File: config.mk
export PLATFORM = sky130hd
export DESIGN_NAME = output_gain_flat
export DESIGN_NICKNAME = d
export VERILOG_FILES = /design/src/rtl/output_gain_if.sv /design/src/rtl/output_gain.sv /design/src/flat_wrapper.sv
export SDC_FILE = /design/constraint.sdc
export NUM_CORES = 1
export LEC_CHECK = 0
export ABC_AREA = 1
export ABC_CLOCK_PERIOD_IN_PS = 7400
export BUFFER_PORTS_ARGS = -buffer_cell sky130_fd_sc_hd__buf_2
export CAP_MARGIN = 0
export CORE_UTILIZATION = 60
export DETAILED_ROUTE_END_ITERATION = 8
export PLACE_DENSITY_LB_ADDON = 0.2
export SLEW_MARGIN = 20
export SYNTH_ARGS = -nofsm -noshare
export SYNTH_HDL_FRONTEND = slang
export SYNTH_SLANG_ARGS = --single-unit
File: constraint.sdc
create_clock -name clk_48 -period 7.4 [get_ports clk_48]
set_input_delay 0.37 -clock clk_48 [delete_from_list [all_inputs] [get_ports clk_48]]
set_output_delay 0.37 -clock clk_48 [all_outputs]
set_load 0.05 [all_outputs]
File: src/rtl/output_gain_if.sv
// Audio stream, level setting and status bundle for the output gain stage.
interface output_gain_if;
    logic signed [15:0] inWave;
    logic [3:0]         num2;
    logic [3:0]         num1;
    logic [3:0]         num0;
    logic               neg;
    logic               mute;
    logic signed [15:0] outWave;
    logic [15:0]        gain_q;
    logic               ramping;
    logic               clip;
    logic               bad_set;

    modport master (
        output inWave, num2, num1, num0, neg, mute,
        input  outWave, gain_q, ramping, clip, bad_set
    );

    modport slave (
        input  inWave, num2, num1, num0, neg, mute,
        output outWave, gain_q, ramping, clip, bad_set
    );
endinterface

File: src/rtl/output_gain.sv
// Output gain stage: BCD dB setting -> debounced Q3.13 target, ramped gain,
// two-stage rounding/saturating multiply on the 48 kHz sample stream.
module output_gain #(
    parameter int unsigned SETTLE_SAMPLES    = 480,
    parameter int unsigned RAMP_STEP         = 64,
    parameter int unsigned MAX_BOOST_HALF_DB = 24,
    parameter int unsigned MAX_ATTEN_HALF_DB = 120
) (
    input  logic           clk_48,
    input  logic           reset,
    output_gain_if.slave   bus
);

    localparam int unsigned CNT_W = $clog2(SETTLE_SAMPLES + 1);
    localparam int unsigned ROM_N = 256;
    localparam logic [15:0] UNITY = 16'h2000;
    localparam logic [15:0] STEP  = 16'(RAMP_STEP);
    localparam logic [CNT_W-1:0] SETTLE_MAX = CNT_W'(SETTLE_SAMPLES);
    localparam logic [CNT_W-1:0] SETTLE_HIT = CNT_W'(SETTLE_SAMPLES - 1);

    // Full 8-bit index range; entries past the clamp repeat the clamp value.
    logic [15:0] boost_rom [ROM_N];
    logic [15:0] atten_rom [ROM_N];

    for (genvar i = 0; i < ROM_N; i++) begin : g_rom
        localparam int unsigned HB = (i > MAX_BOOST_HALF_DB) ? MAX_BOOST_HALF_DB : i;
        localparam int unsigned HA = (i > MAX_ATTEN_HALF_DB) ? MAX_ATTEN_HALF_DB : i;
        localparam real GB = 8192.0 * (10.0 ** (real'(HB) / 40.0));
        localparam real GA = 8192.0 * (10.0 ** (-real'(HA) / 40.0));
        localparam logic [15:0] VB = 16'($rtoi(GB + 0.5));
        localparam logic [15:0] VA = 16'($rtoi(GA + 0.5));
        assign boost_rom[i] = VB;
        assign atten_rom[i] = VA;
    end

    logic [12:0]               w;
    logic [12:0]               w_q;
    logic [CNT_W-1:0]          settle_cnt;
    logic [15:0]               target;
    logic                      same;
    logic                      settle_now;
    logic                      digits_ok;
    logic [7:0]                h_idx;
    logic [15:0]               rom_val;
    logic [15:0]               eff_target;
    logic [15:0]               gain_next;
    logic [15:0]               gain_r;
    logic                      ramping_r;
    logic                      bad_set_r;
    logic signed [15:0]        x_q;
    logic [15:0]               g_q;
    logic signed [32:0]        prod;
    logic signed [32:0]        y_full;
    logic signed [15:0]        y_sat;
    logic                      sat_hit;
    logic signed [15:0]        out_r;
    logic                      clip_r;

    assign w = {bus.neg, bus.num2, bus.num1, bus.num0};

    // Setting decode: debounce qualifier and ROM lookup of the held word.
    always_comb begin
        same       = (w == w_q);
        settle_now = same && (settle_cnt == SETTLE_HIT);
        digits_ok  = (w_q[11:8] <= 4'd9) && (w_q[7:4] <= 4'd9) && (w_q[3:0] <= 4'd9);
        h_idx      = 8'(w_q[11:8]) * 8'd20 + 8'(w_q[7:4]) * 8'd2
                   + ((w_q[3:0] >= 4'd5) ? 8'd1 : 8'd0);
        rom_val    = w_q[12] ? atten_rom[h_idx] : boost_rom[h_idx];
    end

    // Ramp toward the effective target, never more than STEP per sample.
    always_comb begin
        eff_target = bus.mute ? 16'd0 : target;
        gain_next  = gain_r;
        if (gain_r < eff_target) begin
            gain_next = ((eff_target - gain_r) > STEP) ? gain_r + STEP : eff_target;
        end else if (gain_r > eff_target) begin
            gain_next = ((gain_r - eff_target) > STEP) ? gain_r - STEP : eff_target;
        end
    end

    // Stage-2 multiply, round half up at bit 13, saturate to 16 bits.
    always_comb begin
        prod    = 33'(x_q) * 33'($signed({1'b0, g_q}));
        y_full  = (prod + 33'sd4096) >>> 13;
        sat_hit = 1'b0;
        y_sat   = 16'(y_full);
        if (y_full > 33'sd32767) begin
            y_sat   = 16'sh7fff;
            sat_hit = 1'b1;
        end else if (y_full < -33'sd32768) begin
            y_sat   = -16'sh8000;
            sat_hit = 1'b1;
        end
    end

    always_ff @(posedge clk_48) begin
        if (reset) begin
            w_q        <= '0;
            settle_cnt <= '0;
            target     <= UNITY;
            bad_set_r  <= 1'b0;
            gain_r     <= '0;
            ramping_r  <= 1'b0;
            x_q        <= '0;
            g_q        <= '0;
            out_r      <= '0;
            clip_r     <= 1'b0;
        end else begin
            w_q <= w;
            if (!same) begin
                settle_cnt <= '0;
            end else if (settle_cnt != SETTLE_MAX) begin
                settle_cnt <= settle_cnt + CNT_W'(1);
            end
            if (settle_now) begin
                if (!digits_ok) begin
                    bad_set_r <= 1'b1;
                end else begin
                    bad_set_r <= 1'b0;
                    target    <= rom_val;
                end
            end
            gain_r    <= gain_next;
            ramping_r <= (gain_next != eff_target);
            x_q       <= bus.inWave;
            g_q       <= gain_r;
            out_r     <= y_sat;
            clip_r    <= sat_hit;
        end
    end

    assign bus.outWave = out_r;
    assign bus.gain_q  = gain_r;
    assign bus.ramping = ramping_r;
    assign bus.clip    = clip_r;
    assign bus.bad_set = bad_set_r;

endmodule

File: src/flat_wrapper.sv
// flat-port wrapper written by rule: the top's interface ports become plain ports
module output_gain_flat 
#(
    parameter int unsigned SETTLE_SAMPLES    = 480,
    parameter int unsigned RAMP_STEP         = 64,
    parameter int unsigned MAX_BOOST_HALF_DB = 24,
    parameter int unsigned MAX_ATTEN_HALF_DB = 120
)
  (clk_48, reset, bus_inWave, bus_num2, bus_num1, bus_num0, bus_neg, bus_mute, bus_outWave, bus_gain_q, bus_ramping, bus_clip, bus_bad_set);
  output_gain_if bus_i ();
  input  logic clk_48;
  input  logic reset;
  input wire logic [$bits(bus_i.inWave)-1:0] bus_inWave;
  input wire logic [$bits(bus_i.num2)-1:0] bus_num2;
  input wire logic [$bits(bus_i.num1)-1:0] bus_num1;
  input wire logic [$bits(bus_i.num0)-1:0] bus_num0;
  input wire logic [$bits(bus_i.neg)-1:0] bus_neg;
  input wire logic [$bits(bus_i.mute)-1:0] bus_mute;
  output wire logic [$bits(bus_i.outWave)-1:0] bus_outWave;
  output wire logic [$bits(bus_i.gain_q)-1:0] bus_gain_q;
  output wire logic [$bits(bus_i.ramping)-1:0] bus_ramping;
  output wire logic [$bits(bus_i.clip)-1:0] bus_clip;
  output wire logic [$bits(bus_i.bad_set)-1:0] bus_bad_set;
  assign bus_i.inWave = bus_inWave;
  assign bus_i.num2 = bus_num2;
  assign bus_i.num1 = bus_num1;
  assign bus_i.num0 = bus_num0;
  assign bus_i.neg = bus_neg;
  assign bus_i.mute = bus_mute;
  assign bus_outWave = bus_i.outWave;
  assign bus_gain_q = bus_i.gain_q;
  assign bus_ramping = bus_i.ramping;
  assign bus_clip = bus_i.clip;
  assign bus_bad_set = bus_i.bad_set;
  output_gain #(.SETTLE_SAMPLES(SETTLE_SAMPLES), .RAMP_STEP(RAMP_STEP), .MAX_BOOST_HALF_DB(MAX_BOOST_HALF_DB), .MAX_ATTEN_HALF_DB(MAX_ATTEN_HALF_DB)) u_core (.clk_48(clk_48), .reset(reset), .bus(bus_i));
endmodule
==> run summary <==
In this run the power density over the cells is 228 nW/um2. The tools report the minimum setup slack among reg-to-reg paths as 0.63 ns. The actual transition at the worst max-transition pin works out to 0.978 ns. The proportion of netlist area held by the largest area contributor works out to 22.3%.

The run finished with clean final reports. The buffer cell driving the clock tree root was sky130_fd_sc_hd__clkbuf_16. The remaining max-slew budget at the tightest pin was 34.2%. The worst hold path belongs to the class primary input to flip-flop. The tools report the routed wire length as 53,600 um. The tools report the number of antenna violations at the first check in global routing as 0.

For the achievable clock frequency, the log shows 148 MHz. For this run, the post-layout net count is 3,031. The clock sink total is 104, and the DRC violation count after routing is 0.

The synthesized-area fraction occupied by and/or/nand/nor cells was 27.5%. In the synthesized netlist, mux cells make up 0% of the area. The tools report the final antenna-violating net count as 0. The xor and xnor area share after synthesis came out at 2.31%. Gates resized during post-CTS repair numbered 0. The synthesis-to-finish area growth is 4.88%. The share of synthesized registers carrying an async set or reset was 0%.

The data required time of the worst path was 7.71 ns. 67 I/O pins were placed. The path with the worst hold slack has its endpoint at u_core.x_q[9].

By area the synthesized netlist is led by sky130_fd_sc_hd__fa_1 22%, sky130_fd_sc_hd__nand2_1 14%, sky130_fd_sc_hd__ha_1 12%. The run gives 0 as the number of slew-limit violations in the final report. The detailed-route vias per instance was 5.70; the post-route non-filler standard cell count was 3,020.

The compound-gate portion of the synthesized area was 9.50%; the die height was 174 um. The clock arrives with 0.0299 ns of skew. The startpoint identified for the worst register-to-register timing path is u_core.g_q[1]. The number of enable flip-flop cells after synthesis works out to 0.

In this run, placement finished with an instance count of 3,004. The tool flagged a number of max-cap violations equal to 0. Counting every net in the synthesized netlist gives 3,037.

The count of buffers added on input and output ports is 66. For this run, the total global-route usage over all layers was measured as 35.9%. TritonCTS built the clock tree. For the worst-skew pair, the clock arrives at the later sink with an insertion delay of 0.39 ns.

In this run the number of H-tree levels came out at 3. Synthesis produced a netlist whose cell count is 2,637. The smallest clock period supported by the final layout is computed as 6.77 ns. The worst hold path passes through 3 cells. A synthesized cell averages 6.75 um2.

The share of the Yosys chip area taken by registers is 11.7%. The floorplan has 62 rows. After detailed routing, the average wire length per cell comes to 17.7 um.

The repair_antennas step left the layout with diodes totalling 0. The first detailed-routing pass took 6 iterations. Synthesis inferred 104 register bits. The final count of hold timing violations was 0; the violation count after the first detailed-route iteration was 1,667. The total congestion overflow is 0, and the final count of negative-setup-slack endpoints is 0. Library cell with the largest summed area after synthesis: sky130_fd_sc_hd__fa_1.

Dividing the final minimum period by the clock period gives 91.5%. Wire length of the first global-routing pass: 85,900 um. Setup repair after global routing left no endpoint under its margin. For the number of buffers between clock root and the deepest sink, the log shows 2. Counting instances in the post-synthesis netlist gives the leading cell types as 672 x sky130_fd_sc_hd__nand2_1, 563 x sky130_fd_sc_hd__inv_1, 206 x sky130_fd_sc_hd__nor2_1. The startpoint identified for the worst hold timing path is bus_inWave[9]. Of the total synthesized cell area, the portion taken by full adders, half adders and majority gates is 34.2%. In this run the post-CTS setup repair buffer count came out at 0.

The run gives 30,400 um2 as the area of the die. The CTS clock-pin slew for the worst setup and hold paths came out at 0.09 ns. Across all hold checks on the routed design, the worst slack comes to 0.195 ns.

The maximum fanout along the worst path is 16. The largest family of logic cells by synthesized area was adder cells. For this configuration, the core starts out at a cell density of 61.5%. Routability-driven placement finished with a final weighted congestion of 1.01. The tools report the via count of the first global-routing pass as 16,900.

Summed over all nets, the half-perimeter wirelength after detailed placement is 42,800 um. The most used flip-flop cell after synthesis is sky130_fd_sc_hd__dfxtp_1. Entering global routing, the biggest net connects 60 pins. The number of buffers created by CTS was 9; the warning count from the yosys run was 0. After floorplanning, the core was sized to cover 28,900 um2. Yosys instantiated no cell more often than sky130_fd_sc_hd__nand2_1.

Summing over every cut layer, the via total after detailed routing is 17,200. For the final setup TNS, the log shows 0 ns. The critical path is of the flip-flop to flip-flop type. In this run, post-CTS hold repair placed 0 buffers.

The number of cells on the worst reg-to-reg path is 24. Data on the critical path arrives at its endpoint at 7.08 ns. Fraction of final layout cells sized beyond drive strength 1: 7.17%.

The endpoint identified for the worst register-to-register timing path is u_core.bus.outWave[1]. The worst setup path is captured at a flip-flop. In this run the static leakage power is 10.8 nW. The synthesized netlist contains 53 unique library cells.

The worst setup path is launched from a flip-flop. IR analysis of the VDD net gives a maximum drop of 0.491 mV. After synthesis the cells add up to 17,800 um2. Horizontal die dimension: 174 um.
==> layout by cell type, fill, tap and decap left out, types with 9 or more instances in the layout <==
master | synthesis | final
sky130_fd_sc_hd__a21oi_1 | 140 | 140
sky130_fd_sc_hd__a31oi_1 | 11 | 11
sky130_fd_sc_hd__buf_2 | 9 | 66
sky130_fd_sc_hd__buf_4 | 4 | 24
sky130_fd_sc_hd__clkbuf_16 | 0 | 9
sky130_fd_sc_hd__dfxtp_1 | 104 | 104
sky130_fd_sc_hd__fa_1 | 198 | 198
sky130_fd_sc_hd__ha_1 | 170 | 170
sky130_fd_sc_hd__inv_1 | 563 | 563
sky130_fd_sc_hd__inv_2 | 14 | 14
sky130_fd_sc_hd__nand2_1 | 672 | 672
sky130_fd_sc_hd__nand2_2 | 18 | 18
sky130_fd_sc_hd__nand3_1 | 127 | 127
sky130_fd_sc_hd__nand3_2 | 10 | 10
sky130_fd_sc_hd__nand4_1 | 41 | 41
sky130_fd_sc_hd__nor2_1 | 206 | 205
sky130_fd_sc_hd__nor3_1 | 17 | 17
sky130_fd_sc_hd__o211ai_1 | 10 | 10
sky130_fd_sc_hd__o21ai_0 | 68 | 68
sky130_fd_sc_hd__o221ai_1 | 9 | 9
sky130_fd_sc_hd__o22ai_1 | 9 | 9
sky130_fd_sc_hd__or2_2 | 13 | 13
sky130_fd_sc_hd__xnor2_1 | 14 | 14
sky130_fd_sc_hd__xor2_1 | 33 | 33
==> worst max-delay path, cell delays in order (launching register included) <==
cell and delay (ns):
sky130_fd_sc_hd__dfxtp_1 0.78, sky130_fd_sc_hd__nand2_1 0.17, sky130_fd_sc_hd__fa_1 0.53, sky130_fd_sc_hd__fa_1 0.55, sky130_fd_sc_hd__inv_1 0.06, sky130_fd_sc_hd__fa_1 0.53, sky130_fd_sc_hd__fa_1 0.53, sky130_fd_sc_hd__fa_1 0.57
sky130_fd_sc_hd__inv_1 0.06, sky130_fd_sc_hd__fa_1 0.57, sky130_fd_sc_hd__inv_1 0.05, sky130_fd_sc_hd__ha_1 0.36, sky130_fd_sc_hd__a21oi_1 0.20, sky130_fd_sc_hd__o21ai_0 0.15, sky130_fd_sc_hd__nand2_1 0.08, sky130_fd_sc_hd__nand2_1 0.05
sky130_fd_sc_hd__a221oi_1 0.24, sky130_fd_sc_hd__nand2_1 0.13, sky130_fd_sc_hd__nand2_1 0.07, sky130_fd_sc_hd__nand2_1 0.05, sky130_fd_sc_hd__xor2_1 0.26, sky130_fd_sc_hd__inv_1 0.07, sky130_fd_sc_hd__nand2_1 0.38, sky130_fd_sc_hd__nand2_1 0.12
sky130_fd_sc_hd__a21oi_1 0.14
==> metal layers <==
layer	GRT usage (%)	up-vias	routed length, um
met3	4.92	192	3840
li1	-	8058	-
met2	59.9	813	25300
met1	44.1	8136	21100
met4	21.3	0	3350
met5	0	-	0
==> how the worst max path moves through the flow <==
| stage | start | to | slack, ns | cells past startpoint |
|---|---|---|---|---|
| 4_1_cts | u_core.g_q[1] | u_core.bus.outWave[1] | 0.66 | 24 |
| 6_report | u_core.g_q[1] | u_core.bus.outWave[1] | 0.63 | 24 |
| 3_5_place_dp | u_core.g_q[1] | u_core.bus.outWave[9] | 0.68 | 24 |
| 5_1_grt | u_core.g_q[5] | u_core.bus.outWave[0] | 0.22 | 25 |
| 3_3_place_gp | u_core.g_q[5] | u_core.bus.outWave[2] | 0.82 | 25 |
| 2_1_floorplan | u_core.g_q[4] | u_core.bus.clip | 1.24 | 28 |
==> through the flow <==
step           total power (W)  worst slack, ns  cell area (um2)  utilization, %
2_1_floorplan          0.00294             1.24            17800               -
6_report               0.00425            0.631            18700            64.5
5_1_grt                0.00458            0.224            18700            64.5
3_3_place_gp           0.00362            0.824            18400            63.4
4_1_cts                0.00421            0.660            18700            64.5
3_5_place_dp           0.00365            0.678            18400            63.4
==> registers in the layout, summed over array words and instances (netlist names), 9 cells and up <==
register	flops
u_core.bus.gain_q	16
u_core.bus.outWave	16
u_core.g_q	16
u_core.settle_cnt	9
u_core.target	15
u_core.w_q	13
u_core.x_q	16
==> where the power goes <==
part           leakage (nW)  total, W  switching, W  internal, W
sequential            0.855  0.000757      0.000130     0.000627
combinational          9.74   0.00295       0.00204     0.000914
clock                 0.158  0.000543      0.000269     0.000274
==> cells by family (layout without fill, tap and decap cells) <==
group,count (synthesis),in the layout
simple gates,1137,1137
buf+inv,687,686
fa+ha+maj,368,368
compound gates,294,294
flops,104,104
xor+xnor,47,47
==> layout make-up <==
cell class | instances | area, um2
fill | 2773 | 10300
tap | 384 | 480
timing repair buffer | 90 | 510
sequential | 104 | 2080
clock buffer | 9 | 225
clock inverter | 7 | 100
inverter | 580 | 2180
multi-input combinational | 1846 | 13100
Power figures use the tool's default switching activity.
